===== config.mk =====
export PLATFORM = sky130hd
export DESIGN_NAME = sync_fifo_ptr
export DESIGN_NICKNAME = d
export VERILOG_FILES = /design/src/rtl/sync_fifo_ptr.sv
export SDC_FILE = /design/constraint.sdc
export NUM_CORES = 1
export LEC_CHECK = 0
export ABC_CLOCK_PERIOD_IN_PS = 2600
export CORE_MARGIN = 1.5
export CORE_UTILIZATION = 60
export CTS_CLUSTER_DIAMETER = 30
export DETAILED_ROUTE_END_ITERATION = 7
export GPL_TIMING_DRIVEN = 0
export PLACE_DENSITY = 0.79
export SLEW_MARGIN = 20
export SYNTH_ARGS = -nofsm -noshare
export SYNTH_HDL_FRONTEND = slang
export SYNTH_SLANG_ARGS = --single-unit
export TNS_END_PERCENT = 10

===== constraint.sdc =====
create_clock -name clk -period 2.6 [get_ports clk]
set_input_delay 0.52 -clock clk [delete_from_list [all_inputs] [get_ports clk]]
set_output_delay 0.52 -clock clk [all_outputs]
set_load 0.02 [all_outputs]

===== src/rtl/sync_fifo_ptr.sv =====
// Single-clock FIFO with extra-wrap-bit binary pointers; flags decoded from pointers.
// Latency: one cycle from an accepted read to data_out; a written word is readable the cycle after the write.
// Backpressure: writes while full and reads while empty are silently dropped.
module sync_fifo_ptr #(
  parameter int DATA_WIDTH = 8,
  parameter int DATA_DEPTH = 16
) (
  input  logic                  clk,
  input  logic                  rst_n,
  input  logic [DATA_WIDTH-1:0] data_in,
  input  logic                  wr_en,
  input  logic                  rd_en,
  output logic [DATA_WIDTH-1:0] data_out,
  output logic                  empty,
  output logic                  full
);

  localparam int ADDR_WIDTH = $clog2(DATA_DEPTH);
  localparam logic [ADDR_WIDTH:0] PTR_ONE = (ADDR_WIDTH + 1)'(1);

  logic [DATA_WIDTH-1:0] mem [DATA_DEPTH];
  logic [ADDR_WIDTH:0]   wr_ptr;
  logic [ADDR_WIDTH:0]   rd_ptr;
  logic                  wr_acc;
  logic                  rd_acc;

  // Flags come straight from the pointers; the top bit separates a full lap from empty.
  always_comb begin
    empty  = (wr_ptr == rd_ptr);
    full   = (wr_ptr[ADDR_WIDTH] != rd_ptr[ADDR_WIDTH]) &&
             (wr_ptr[ADDR_WIDTH-1:0] == rd_ptr[ADDR_WIDTH-1:0]);
    wr_acc = wr_en && !full;
    rd_acc = rd_en && !empty;
  end

  // Storage array: no reset, contents are meaningless until written.
  always_ff @(posedge clk) begin
    if (wr_acc) begin
      mem[wr_ptr[ADDR_WIDTH-1:0]] <= data_in;
    end
  end

  // Write pointer advances on every accepted write, wrapping over 2*DATA_DEPTH.
  always_ff @(posedge clk or negedge rst_n) begin
    if (!rst_n) begin
      wr_ptr <= '0;
    end else if (wr_acc) begin
      wr_ptr <= wr_ptr + PTR_ONE;
    end
  end

  // Read pointer and registered output; data_out holds between accepted reads.
  always_ff @(posedge clk or negedge rst_n) begin
    if (!rst_n) begin
      rd_ptr   <= '0;
      data_out <= '0;
    end else if (rd_acc) begin
      data_out <= mem[rd_ptr[ADDR_WIDTH-1:0]];
      rd_ptr   <= rd_ptr + PTR_ONE;
    end
  end

endmodule


==> impl_metrics.ini <==
[sta]
worst_pin_slew_ns = 0.947
skew_ns = 0.0102
finalCriticalPeriod_ns = 2.52
whs_ns = 0.501
maxSlewViolCount = 0
max_slew_margin_pct = 36.7
period_share_pct = 96.9
fmax_ghz = 0.397
rsz0062_at_grt = false
setup_viol = 0
hold_viol_final = 0

[power_and_ir_drop]
vdd_drop_max_mv = 0.635
fin_total_pwr_mw = 8.28
p_leak_nw = 2.47
power_density_nw_per_um2 = 1180

[hold_path]
hold_path.class = flip-flop to flip-flop
hp-start = data_out[4]
worstHoldEndpoint = data_out[4]
whs_path_depth = 1

[grt]
grt_max_degree = 19
grt_usage_pct = 25.1
grt_pass1_wl_um = 17800
grt-ovfl-total = 0
antenna_found_initial = 0
grt_pass1_vias = 3035

[routing]
drc = 0
antenna_left = 0
top_layer = met4
drt-total-wl_um = 11700
dr.pass1.iters = 4
dr_total_vias = 2939
routed-wl-met3_um = 790
avgRoutedWirePerCell_um = 24.0
wl_met1_um = 4790
wl_met2_um = 5730
first_iter_violations = 220
via_per_inst = 6.03

[clocking]
numCtsBuffers = 17
ctsHtreeMaxLevel = 4
clk_path_buf_depth = 2
root_buffer = clkbuf_8
clk-insertion-delay-late_ns = 0.51
path_clk_slew_ns = 0.06
cts_tree = done
cts.sinks = 146

[yosys]
yosys.area_share.simple_pct = 3.59
synth_top_family_by_area = multiplexers
synth-compound-area-share_pct = 3.55
syn_area_um2 = 5950
synth_cell_types = 29
ys_seq_elements = 146
synth.mux.area_fraction_pct = 16.0
synthCells = 301
syn-num-nets = 318
synth_edf_count = 128
synthAdderAreaFrac_pct = 1.05
synthArstFlopShare_pct = 12.3
ys_dominant_reg_cell = edfxtp_1
ys_warn_count = 0
synth_xor_xnor_area_share_pct = 2.06
ys_seq_area_share_pct = 72.1
syn_avg_cell_area_um2 = 19.8

[final_layout]
n_antenna_cell = 0
fill_cells = 550
layout_commonest_cell = edfxtp_1
final_layout_size_suffix_gt1_share_pct = 22.6
area_delta_synth_final_pct = 17.7
layout_common_cells = edfxtp_1 (128), clkdlybuf4s50_1 (19), mux2_2 (18), dfrtp_1 (18)
finalNetCount = 358

[worst_setup_path]
crit_path_start = rd_ptr[2]
crit_required_ns = 2.99
rrSetupSlack_ns = 0.08
crit_arrival_ns = 2.91
reg2reg_depth = 6
worstReg2RegStart = rd_ptr[2]
cp_max_fo = 10
worstSetupEndpointType = flip-flop
r2r-end = data_out[1]
worstSetupPathType = flip-flop to flip-flop
critPathLaunchType = flip-flop

[place]
gp_congestion = 0.837
hpwl_um = 7250
io_buffers = 21

[floorplan]
boundaryPins = 22
start_util_pct = 61.5
die_w_um = 103
die-area_um2 = 10500
core_area_um2 = 9680
die_h_um = 103
num_rows = 36

[status]
status = completed

[run]
drv_cap = 0
## cell families (layout without fill, tap and decap cells)
kind of cell,count (synthesis),count (layout)
flops,146,146
xor+xnor,14,14
compound gates,24,24
simple gates,35,35
fa+ha+maj,5,5
mux,58,58
buf+inv,19,72
## metal layers
metal  GRT usage (%)  up-vias
met3            5.90       19
met4            12.8        0
li1                -     1306
met2            38.0      118
met5               0        -
met1            34.7     1496
## flip-flops by register name (all words and copies together), names as in the netlist
name	flops
mem	128
data_out	8
rd_ptr	5
wr_ptr	5
## cells in the mapped netlist (3+ instances only)
master | instances | share of area (%)
mux2i_1 | 16 | 2.7
xnor2_1 | 13 | 1.9
nand2b_1 | 8 | 0.84
mux4_1 | 13 | 5.7
clkbuf_1 | 5 | 0.32
o211ai_1 | 4 | 0.50
edfxtp_1 | 128 | 65
a22o_1 | 8 | 1.2
mux2_2 | 18 | 3.4
nor2_1 | 4 | 0.25
a221oi_1 | 8 | 1.2
ha_1 | 5 | 1.1
inv_1 | 3 | 0.19
and3_1 | 14 | 1.5
buf_2 | 5 | 0.42
nor2b_1 | 5 | 0.53
mux4_2 | 11 | 4.2
dfrtp_1 | 18 | 7.6
## metrics by stage
| stage | setup slack [ns] | instance area (um^2) | TNS, ns | utilization, % | instances |
|---|---|---|---|---|---|
| after floorplan | 0.524 | 5950 | 0 | - | 301 |
| after CTS | 0.0756 | 7000 | 0 | 72.3 | 487 |
| after global routing | 0.000581 | 7010 | 0 | 72.4 | 487 |
| after detailed placement | 0.0943 | 6340 | 0 | 65.4 | 455 |
| after global placement | -0.0869 | 6330 | -0.694 | 65.4 | 455 |
| final | 0.0796 | 7010 | 0 | 72.4 | 487 |
## power breakdown
group,switching [mW],total (mW),internal (mW),leakage (nW)
logic,1.42,2.68,1.26,0.811
clock network,0.887,2.52,1.64,0.294
registers,0.171,3.09,2.92,1.37
total,2.48,8.28,5.81,2.47
## cell type report
type                            instances  area, um^2  area share [%]
Sequential cell                       146        4290            61.3
Multi-Input combinational cell        136        1610            23.0
Clock buffer                           23         467            6.66
Timing Repair Buffer                   22         215            3.07
Tap cell                              133         166            2.37
Clock inverter                          9         156            2.23
Buffer                                 15        85.1            1.21
Inverter                                3        11.3           0.161
## how the worst max path moves through the flow
stage | endpoint | slack [ns] | cells past startpoint
finish | data_out[1] | 0.08 | 6
CTS | data_out[1] | 0.08 | 6
global route | mem[4][6] | 0.0006 | 7
global placement | mem[3][1] | -0.09 | 3
floorplan | mem[3][0] | 0.52 | 5
detailed placement | data_out[1] | 0.09 | 6
## critical path, stage by stage, from the launching register on
cell	delay, ns
dfrtp_1	0.31
buf_2	0.27
buf_1	0.53
mux4_1	0.43
mux2_2	0.34
a22o_1	0.24
mux2_2	0.28
## timing repair
item                       4_1_cts  5_1_grt
setup buffers                    1        0
hold buffers                     0        0
gates cloned                     0        0
setup endpoints to repair        2       36
pin swaps                        1        0
gates resized for setup          8        5
No activity file was read; power rests on OpenSTA's default activity.
